===== config.mk =====
export PLATFORM = sky130hd
export DESIGN_NAME = poly_phase_splitter
export DESIGN_NICKNAME = d
export VERILOG_FILES = /design/src/rtl/fir_poly_pkg.sv /design/src/rtl/poly_frame_reg.sv /design/src/rtl/poly_phase_splitter.sv
export SDC_FILE = /design/constraint.sdc
export NUM_CORES = 1
export LEC_CHECK = 0
export ABC_AREA = 1
export CORE_AREA = 5 5 175 177
export CTS_CLUSTER_DIAMETER = 150
export DETAILED_ROUTE_END_ITERATION = 8
export DIE_AREA = 0 0 180 182
export PLACE_DENSITY_LB_ADDON = 0.3
export SLEW_MARGIN = 0
export SYNTH_ARGS = -nofsm -noshare
export SYNTH_HDL_FRONTEND = slang
export SYNTH_SLANG_ARGS = --single-unit
export TNS_END_PERCENT = 50

===== constraint.sdc =====
create_clock -name clk -period 2 [get_ports clk]
set_input_delay 0.4 -clock clk [delete_from_list [all_inputs] [get_ports clk]]
set_output_delay 0.4 -clock clk [all_outputs]
set_load 0.005 [all_outputs]

===== src/rtl/fir_poly_pkg.sv =====
// -----------------------------------------------------------------------------
// fir_poly_pkg
//   Shared types and constants for the 4-phase polyphase FIR input commutator.
//
//   Contents
//     SAMPLE_W      sample magnitude width (bits)
//     NUM_PHASES    number of polyphase lanes
//     phase_t       2-bit lane index / phase counter type
//     poly_frame_t  one complete frame: four lanes plus frame polarity
//     LAST_PHASE    index of the lane that completes a frame
//     next_phase()  round-robin successor of a phase index
// -----------------------------------------------------------------------------
package fir_poly_pkg;

   localparam int SAMPLE_W   = 33;
   localparam int NUM_PHASES = 4;

   typedef logic [1:0] phase_t;

   // Packed so a whole frame can be registered, muxed and reset as one vector.
   // lane[0] holds the first (phase-0) sample of the frame.
   typedef struct packed {
      logic [NUM_PHASES-1:0][SAMPLE_W-1:0] lane;
      logic                                sign;
   } poly_frame_t;

   localparam phase_t LAST_PHASE = phase_t'(NUM_PHASES - 1);

   // Wraps naturally because phase_t is exactly log2(NUM_PHASES) bits wide.
   function automatic phase_t next_phase(input phase_t p);
      return p + phase_t'(1);
   endfunction

endpackage


===== src/rtl/poly_frame_reg.sv =====
// -----------------------------------------------------------------------------
// poly_frame_reg
//   Single-entry valid/ready register stage carrying a poly_frame_t.
//   Accepts a new frame whenever it is empty or its current frame is being
//   consumed in the same cycle, so a full-rate stream passes without bubbles.
//   The registered frame is held unchanged while out_valid_o & !out_ready_i.
//
//   Ports
//     clk          clock, rising edge
//     rst          synchronous active-high reset (empties the stage, zeroes data)
//     in_valid_i   upstream offers in_frame_i
//     in_ready_o   stage can take a frame this cycle
//     in_frame_i   frame offered by upstream
//     out_valid_o  out_frame_o holds a valid frame
//     out_ready_i  downstream consumes out_frame_o this cycle
//     out_frame_o  registered frame
// -----------------------------------------------------------------------------
module poly_frame_reg
   import fir_poly_pkg::*;
(
   input  logic        clk,
   input  logic        rst,
   input  logic        in_valid_i,
   output logic        in_ready_o,
   input  poly_frame_t in_frame_i,
   output logic        out_valid_o,
   input  logic        out_ready_i,
   output poly_frame_t out_frame_o
);

   logic        valid_q;
   logic        valid_d;
   poly_frame_t frame_q;
   poly_frame_t frame_d;
   logic        load;

   // Ready depends on out_ready_i so replacement happens in a single edge.
   assign in_ready_o = ~valid_q | out_ready_i;
   assign load       = in_valid_i & in_ready_o;

   always_comb begin
      valid_d = valid_q;
      frame_d = frame_q;
      if (load) begin
         valid_d = 1'b1;
         frame_d = in_frame_i;
      end else if (out_ready_i) begin
         // Data is left in place after consumption; only valid drops.
         valid_d = 1'b0;
      end
   end

   always_ff @(posedge clk) begin
      if (rst) begin
         valid_q <= 1'b0;
         frame_q <= '0;
      end else begin
         valid_q <= valid_d;
         frame_q <= frame_d;
      end
   end

   assign out_valid_o = valid_q;
   assign out_frame_o = frame_q;

endmodule


===== src/rtl/poly_phase_splitter.sv =====
// -----------------------------------------------------------------------------
// poly_phase_splitter
//   Input commutator for the 4-phase polyphase FIR. Samples arriving one per
//   handshake are dealt round-robin into four lanes of a fill buffer; a
//   complete frame (plus the polarity latched with its phase-0 sample) is
//   handed to a registered output stage feeding the four phase sub-filters.
//   Fill buffer + output stage form a double buffer, so frame N+1 fills while
//   frame N waits to be consumed.
//
//   Optional feature (macro POLY_SPLIT_FLUSH_EN):
//     adds the flush input, which closes a partial frame by zeroing its
//     unfilled lanes and treating it as complete. Without the macro there is
//     no flush port and partial frames are only discarded by rst.
//
//   Ports
//     clk                 clock, rising edge
//     rst                 synchronous active-high reset
//     in_data / in_sign   input sample / frame polarity (used with phase-0 only)
//     in_valid / in_ready input handshake
//     out_data_0..3       lanes of the presented frame (0 = first sample)
//     poly_sign           polarity of the presented frame
//     out_valid/out_ready frame handshake
//     flush               (POLY_SPLIT_FLUSH_EN only) close the partial frame
// -----------------------------------------------------------------------------
module poly_phase_splitter
   import fir_poly_pkg::*;
#(
   parameter int DW = SAMPLE_W
) (
   input  logic          clk,
   input  logic          rst,
   input  logic [DW-1:0] in_data,
   input  logic          in_sign,
   input  logic          in_valid,
   output logic          in_ready,
   output logic [DW-1:0] out_data_0,
   output logic [DW-1:0] out_data_1,
   output logic [DW-1:0] out_data_2,
   output logic [DW-1:0] out_data_3,
   output logic          poly_sign,
   output logic          out_valid,
`ifdef POLY_SPLIT_FLUSH_EN
   input  logic          flush,
`endif
   input  logic          out_ready
);

   // ---------------------------------------------------------------------
   // State
   // ---------------------------------------------------------------------
   phase_t      phase_q;
   phase_t      phase_d;
   poly_frame_t fill_q;
   poly_frame_t fill_d;
   logic        full_q;     // completed frame waiting for the output stage
   logic        full_d;

   // ---------------------------------------------------------------------
   // Control
   // ---------------------------------------------------------------------
   logic        flush_req;
   logic        flush_fire;
   logic        sample_xfer;
   logic        frame_done;
   logic        stage_valid;
   logic        stage_ready;
   poly_frame_t stage_frame;

   logic [NUM_PHASES-1:0][SAMPLE_W-1:0] lane_d;
   logic                                sign_d;

`ifdef POLY_SPLIT_FLUSH_EN
   assign flush_req = flush;
`else
   assign flush_req = 1'b0;
`endif

   // While a completed frame is parked in the fill buffer no new sample may
   // overwrite it. A flush request also blocks input for its cycle so the
   // flush and a sample never compete for the same edge.
   assign in_ready    = ~full_q & ~flush_req;
   assign sample_xfer = in_valid & in_ready;

   // Flushing an empty frame (phase 0) or a frame already parked is a no-op.
   assign flush_fire  = flush_req & (phase_q != '0) & ~full_q;

   assign frame_done  = (sample_xfer & (phase_q == LAST_PHASE)) | flush_fire;

   // ---------------------------------------------------------------------
   // Fill buffer lane next-state: write the addressed lane on a sample,
   // zero the not-yet-written lanes (index >= phase) on a flush.
   // ---------------------------------------------------------------------
   genvar gi;
   generate
      for (gi = 0; gi < NUM_PHASES; gi++) begin : g_lane
         assign lane_d[gi] =
            (sample_xfer && (phase_q == phase_t'(gi))) ? SAMPLE_W'(in_data) :
            (flush_fire  && (phase_q <= phase_t'(gi))) ? '0                 :
                                                         fill_q.lane[gi];
      end
   endgenerate

   assign sign_d = (sample_xfer && (phase_q == '0)) ? in_sign : fill_q.sign;
   assign fill_d = {lane_d, sign_d};

   always_comb begin
      phase_d = phase_q;
      if (sample_xfer) begin
         phase_d = next_phase(phase_q);
      end else if (flush_fire) begin
         phase_d = '0;
      end
   end

   // ---------------------------------------------------------------------
   // Hand-off to the output stage. A frame completing this cycle is offered
   // straight away (fill_d already contains the final lane), giving zero
   // bubble latency. When full_q is set no sample or flush can occur, so
   // fill_d equals the parked frame and the same path serves both cases.
   // ---------------------------------------------------------------------
   assign stage_valid = full_q | frame_done;
   assign stage_frame = fill_d;
   assign full_d      = stage_valid & ~stage_ready;

   always_ff @(posedge clk) begin
      if (rst) begin
         phase_q <= '0;
         fill_q  <= '0;
         full_q  <= 1'b0;
      end else begin
         phase_q <= phase_d;
         fill_q  <= fill_d;
         full_q  <= full_d;
      end
   end

   // ---------------------------------------------------------------------
   // Output stage
   // ---------------------------------------------------------------------
   poly_frame_t out_frame;

   poly_frame_reg u_out_stage (
      .clk         (clk),
      .rst         (rst),
      .in_valid_i  (stage_valid),
      .in_ready_o  (stage_ready),
      .in_frame_i  (stage_frame),
      .out_valid_o (out_valid),
      .out_ready_i (out_ready),
      .out_frame_o (out_frame)
   );

   assign out_data_0 = DW'(out_frame.lane[0]);
   assign out_data_1 = DW'(out_frame.lane[1]);
   assign out_data_2 = DW'(out_frame.lane[2]);
   assign out_data_3 = DW'(out_frame.lane[3]);
   assign poly_sign  = out_frame.sign;

endmodule


Word-level counts from Yosys, hierarchy flattened. Index checks and enable logic that the tools add are counted. W data, S select, Z words.

Register bits after elaboration: 270. Latch bits: 0. RAM bits: 0. Memory bits (read-only): 0. Input port bits: 38. Output and inout bits: 135. Logic and storage cells: 39. Memories kept: 0.

$add $sub $neg: 1. Multiply operators: 0. Div/mod/pow operators: 0. Order comparisons: 0. Equal/unequal tests: 3. Shifts and indexed selects: 0. Muxes and demuxes: 7. Bitwise logic cells: 9. Reduce and logical (&&, ||, !) cells: 6.

Operators by type and width (count): $mux W33 (4); $and A1 B1 Y1 (4); $eq A2 B2 Y1 const B (2); $logic_and A1 B1 Y1 (4); $mux W1 (3); $not A1 Y1 (3); $add A2 B1 Y2 const B (1); $eq A2 B1 Y1 const B (1); $logic_not A2 Y1 (1); $or A1 B1 Y1 (2); $reduce_bool A2 Y1 (1).

Longest topological paths before layout. Gate-level depths: netlist of run 1.

Depth in word-level cells: 6. Depth in mapped cells: 9. Mapped depth without buffers: 7.

Cells and area by module. From an unflattened synthesis of run 1, not the netlist that was laid out.

Cells, all modules: 1941. Area, all modules: 12713.4 µm².

By module, submodules not included: poly_phase_splitter (instances 1, cells each 1064, area an instance 6687.7 µm², seq. area each 2722.6 µm²); poly_frame_reg (instances 1, cells each 877, area an instance 6025.8 µm², seq. area each 2682.6 µm²).

Least setup slack after synthesis of run 1. No wires, ideal clock.

Path kind: reg-to-reg. From: register phase_q[0]. To: register u_out_stage.frame_q (netlist bit u_out_stage.out_frame_o[100]). Setup time: 0.070 ns. Arrival time: 1.395 ns. Required time: 1.930 ns. Path slack: 0.535 ns. Stages on the path, launching flop included: 9. Path buffers: 4. Period minus slack after synthesis: 1.465 ns. Cell sequence: dfxtp_1 -> ha_1 -> buf_2 -> a21oi_2 -> buf_6 -> buf_6 -> buf_2 -> o21bai_1 -> a21oi_1.

Word-level cells in the longest chain between the ends: 4. Elaborated cells between the ends (all ways): 6. Classes of those cells: eq/ne: 1; mux: 1; bitwise: 3; reduce/logical: 1.

RTL lines: start: declaration (line poly_phase_splitter.sv:51) `phase_t phase_q;`; start signal: assignment (line poly_phase_splitter.sv:131) `phase_q <= phase_d;`; $eq A2 B2 Y1 * (line poly_phase_splitter.sv:87, poly_phase_splitter.sv:97); $and A1 B1 Y1 (line poly_phase_splitter.sv:87) `assign frame_done = (sample_xfer & (phase_q == LAST_PHASE)) | flush_fire;`; $or A1 B1 Y1 (line poly_phase_splitter.sv:121) `assign stage_valid = full_q | frame_done;`; $and A1 B1 Y1 (line poly_frame_reg.sv:39) `assign load = in_valid_i & in_ready_o;`; end signal: assignment (line poly_frame_reg.sv:59) `frame_q <= frame_d;`; end: declaration (line poly_frame_reg.sv:33) `poly_frame_t frame_q;`.

Every way passes the cells marked *; elsewhere a longest branch is shown, timed or not. A chain may end at the register's enable or synchronous reset.

Worst setup path after layout of run 1.
From: register full_q. To: output port in_ready.

Word-level cells in the longest chain between the ends: 1.

RTL lines: start: declaration (line poly_phase_splitter.sv:55) `logic full_q;`; start signal: assignment (line poly_phase_splitter.sv:133) `full_q <= full_d;`; $not A1 Y1; end: declaration (line poly_phase_splitter.sv:35) `output logic in_ready,`.

No other way between the ends.

==> results of run 1 <==
## worst paths after layout
check / from / endpoint / slack, ns / depth (start not counted)
setup / recovery: full_q / in_ready / 0.09 / 2
hold / removal: in_valid / fill_q[99] / 0.27 / 3
setup reg to reg: phase_q[0] / u_out_stage.out_frame_o[100] / 0.31 / 6
hold reg to reg: fill_q[2] / fill_q[2] / 0.47 / 2
## critical path: stages (launching register included)
cell and delay (ns):
dfxtp_2 0.38, inv_8 0.07, clkdlybuf4s50_1 0.50
## flip-flops by register name, summed over array words and instances (netlist names)
signal	cells
fill_q	133
full_q	1
phase_q	2
u_out_stage.out_frame_o	133
u_out_stage.out_valid_o	1
## routing by layer
metal | track usage, % | share of wire, %
met2 | 31.9 | 45
met5 | 0 | 0
met4 | 6.13 | 2.7
met3 | 3.89 | 7.0
met1 | 28.8 | 45
## cells by family (layout without fill, tap and decap cells)
logic type | Yosys count | after routing | share of synthesized area, %
fa+ha+maj | 4 | 4 | 0.440
buf+inv | 270 | 403 | 10.2
simple gates | 540 | 540 | 21.1
compound gates | 405 | 405 | 20.8
flops | 270 | 270 | 47.5
## stage by stage
step	utilization [%]	hold slack, ns
finish	49.5	0.271
floorplan	-	0.446
CTS	49.5	0.242
global placement	46.3	0.455
global route	49.5	0.275
detailed placement	46.3	0.459
## synthesized netlist by cell type, drive strengths merged
library cell,n,area (sq um)
o21bai,133,998
inv,139,522
nand3,4,25.0
dfxtp,270,5410
buf,77,435
a21oi,270,1360
o21ai,2,10.0
nor2,2,40.0
nor3,1,5.00
ha,4,50.1
nand4,133,832
nand2,400,1500
clkbuf,54,203
## area by class of cell
type / instances / area [sq um]
Clock buffer: 47 / 906
Clock inverter: 4 / 23.8
Fill cell: 2780 / 14700
Inverter: 139 / 529
Multi-Input combinational cell: 949 / 4820
Sequential cell: 270 / 5410
Tap cell: 390 / 488
Timing Repair Buffer: 212 / 2220
Timing Repair inverter: 1 / 3.75
## timing repair
action,in CTS,in global routing
gates resized for setup,3,0
hold buffers,0,0
setup buffers,1,0
setup endpoints to repair,1,0
## power by group through the flow
stage          logic [uW]  clock network, uW  registers, uW
6_report              903               5220           5530
5_1_grt               988               5580           5540
4_1_cts               900               5330           5530
3_5_place_dp          895                  0           5650
3_3_place_gp          888                  0           5650
2_1_floorplan         522                  0           5640
==> flow_summary.ini, run 1 <==
[place]
dp_slack_ns = 0.141
placedCellCount = 1959
routabilityCongestion = 0.808
numPortBuffers = 172
dp_hpwl_mm = 22.5
place_area_sq_um = 13500

[drt]
drc = 0
vias_per_cell = 5.17
wl_per_cell_um = 17.3
routed_wl_mm = 34.8
dr.pass1.iters = 5
via_count = 10400
ant_nets = 0
drt_iter0_markers = 767

[cts]
numCtsBuffers = 30
clk_pin_slew_ns = 0.06
clockBufferDepth = 3
h-tree-depth = 1
clock_sinks = 270
cts_tree = built
worstSkewPairLatency_ns = 0.56
cts-root-buf = clkbuf_16

[hold_path]
min_path_type = primary input to flop

[timing]
drv_slew = 0
setup_ws_ns = 0.0940
fmaxAchievable_mhz = 525
fin_tns_setup_ns = 0
max-slew-margin-rel_pct = 69.2
rsz0062_at_grt = no
layout_min_cycle_time_ns = 1.91
hold_viol = 0
setup_viol = 0
fin_crit_sh_pct = 95.3
fin_skew_ns = 0.0163
tightest_slew_ns = 0.461

[power]
switchingPower_uw = 2790
p_comb_share_pct = 7.7
seqPwrFrac_pct = 47.4
finalPower_uw = 11700
irDropWorstVdd_mv = 0.581
clkPwrFrac_pct = 44.8
power.internal_uw = 8870
p_per_area_nw_per_um2 = 809
leakage_uw = 0.00533
switching_share_pct = 23.9

[grt]
track_usage_pct = 20.4
grt_pass1_vias = 9641
grt_max_degree = 70
antenna_found_initial = 0
grt_pass1_wl_mm = 55.0
overflow = 0

[logic_synthesis]
ys_types = 17
ys_ff_latch = 270
synth.avg_cell_area_sq_um = 7.64
synthCells = 1489
ys_seq_area_share_pct = 47.5
yosysWarnings = 0
syn_nets = 1531
syn_area_sq_um = 11400

[cells_and_area]
fin_cells = 2012
antenna_cells = 0
mostFrequentLayoutCells = 400 x nand2_1, 269 x a21oi_1, 269 x dfxtp_1, 170 x clkdlybuf4s50_1, 138 x inv_1
final_common_cell = nand2_1
drive_gt1_share_pct = 5.61
design_area_sq_um = 14400
final_net_count = 1645
syn2layout_area_growth_pct = 26.6

[floorplan]
chipHeight_um = 182
die-area_sq_um = 32800
fp.coreArea_sq_um = 29100
io_pins = 173
rows = 63
start_util_pct = 39.1
die_width_um = 180

[setup_path]
path_class = flop to output port
cp.arrival_ns = 1.51
required_ns = 1.60
crit_fanout = 3
critPathLaunchType = flop
critPathCaptureType = output port

[flow_run]
drv_cap = 0

[status]
outcome = complete, no violations
Note: power is estimated with default switching activity, not from simulation.
==> run 2: changes to the inputs <==
--- a/config.mk
+++ b/config.mk
@@ -7,6 +7,7 @@
 export LEC_CHECK = 0
 export ABC_AREA = 1
 export CORE_AREA = 5 5 175 177
+export CTS_BUF_LIST = sky130_fd_sc_hd__clkbuf_16
 export CTS_CLUSTER_DIAMETER = 150
 export DETAILED_ROUTE_END_ITERATION = 8
 export DIE_AREA = 0 0 180 182
==> run 2 against run 1 <==
  * Sequential power is essentially flat
  * Non-clock buffer count is the same
  * Fmax grew 0.28%
  * Register-to-register slack is essentially flat
  * Total power shrank 2.8%
  * Clock-buffer cell count shrank 16
  * Sequential cell count is the same
  * Hold slack lost 0.0018 ns
  * Final area shrank 0.49%
  * First-iteration DRC count grew 12%
  * Core utilization shrank 0.24 points
  * Setup slack gained 0.0054 ns
==> flow_summary.ini, run 2 (synthesis gave the netlist of run 1 again) <==
[status]
outcome = complete, no violations

[cts]
h-tree-depth = 1
cts_tree = built
holdBufCountCts = 0
numCtsBuffers = 30
clock_sinks = 270
cts-root-buf = clkbuf_16
clockBufferDepth = 3
worstSkewPairLatency_ns = 0.55
clk_pin_slew_ns = 0.06

[grt]
grt_max_degree = 70
overflow = 0
grt_pass1_wl_mm = 55.0
track_usage_pct = 20.4
grt_pass1_vias = 9607
antenna_found_initial = 0

[timing]
fin_crit_sh_pct = 95.0
setup_viol = 0
whs_ns = 0.270
max-slew-margin-rel_pct = 68.0
drv_slew = 0
rsz0062_at_grt = no
tightest_slew_ns = 0.480
fin_skew_ns = 0.0131
fin_tns_setup_ns = 0
setup_ws_ns = 0.0994
hold_viol = 0
fmaxAchievable_mhz = 526
layout_min_cycle_time_ns = 1.90

[drt]
via_count = 10400
drt_iter0_markers = 858
wl_per_cell_um = 17.3
drc = 0
dr.pass1.iters = 5
ant_nets = 0
vias_per_cell = 5.16
routed_wl_mm = 34.8

[floorplan]
io_pins = 173
die_width_um = 180
start_util_pct = 39.1
fp.coreArea_sq_um = 29100
die-area_sq_um = 32800
chipHeight_um = 182
rows = 63

[place]
routabilityCongestion = 0.808
dp_slack_ns = 0.141
dp_hpwl_mm = 22.5
numPortBuffers = 172

[setup_path]
rr_startpoint = phase_q[0]
path_class = flop to output port
required_ns = 1.60
crit_path_start = full_q
rrSetupSlack_ns = 0.31
critPathLaunchType = flop
crit_fanout = 3
critPathCaptureType = output port
cp.arrival_ns = 1.50

[cells_and_area]
final_net_count = 1645
syn2layout_area_growth_pct = 25.9
drive_gt1_share_pct = 5.18
nFillCells = 2789
seq_area_sq_um = 5410
antenna_cells = 0
postLayoutCoreUtil_pct = 49.3
final_common_cell = nand2_1
mostFrequentLayoutCells = 400 x nand2_1, 269 x a21oi_1, 269 x dfxtp_1, 170 x clkdlybuf4s50_1, 147 x inv_1
multi_input_area_sq_um = 4820

[power]
leakage_uw = 0.00533
p_per_area_nw_per_um2 = 791
finalPower_uw = 11300
irDropWorstVdd_mv = 0.582

[hold_path]
min_from = in_valid
min_path_type = primary input to flop

[flow_run]
drv_cap = 0
[run 2: cell types whose count changed in the layout (fill, tap and decap cells not counted)]
cell | previous run | this run
inv_1 | 138 | 147
clkbuf_1 | 9 | 0
clkinv_1 | 0 | 7
clkbuf_8 | 8 | 1
[run 2: worst paths after layout]
kind,to,cells past startpoint
worst max-delay path,in_ready,2
worst min-delay path,fill_q[99],3
worst max register to register,u_out_stage.out_frame_o[100],6
worst min register to register,fill_q[49],2
[run 2: final cells by class]
class / instances / share of cell area, %
sequential: 270 / 37.7
clock inverter: 20 / 0.585
timing repair inverter: 1 / 0.0262
timing repair buffer: 212 / 15.5
inverter: 139 / 3.69
clock buffer: 31 / 5.41
multi-input combinational: 949 / 33.7
tap: 390 / 3.40
[run 2: timing repair]
action                                  CTS  global route
gates resized for setup                   3             0
buffers inserted                          1             0
endpoints found under the setup margin    1             0
[run 2: through the flow]
step                      instances  instance area (sq um)
after floorplan                1489                  11400
after global placement         1959                  13500
after detailed placement       1959                  13500
after CTS                      2012                  14300
after global routing           2012                  14300
final                          2012                  14300
[run 2: worst max-delay path: stages, from the launching register on]
cell and delay, ns:
dfxtp_2 0.38, inv_8 0.07, clkdlybuf4s50_1 0.50
[run 2: power by group]
part	internal [uW]	switching, uW	total (uW)	leakage (uW)
logic	303	600	903	0.00268
clock network	2760	2150	4900	0.000457
registers	5500	35.5	5530	0.00218
total	8560	2780	11300	0.00533
[run 2: routing by layer]
metal  wire length, um  up-vias  GRT usage [%]
met3              2270       59           3.85
met5                 0        -              0
li1                  -     5160              -
met2             15700      308           31.9
met4               978        0           5.88
met1             15900     4864           28.8
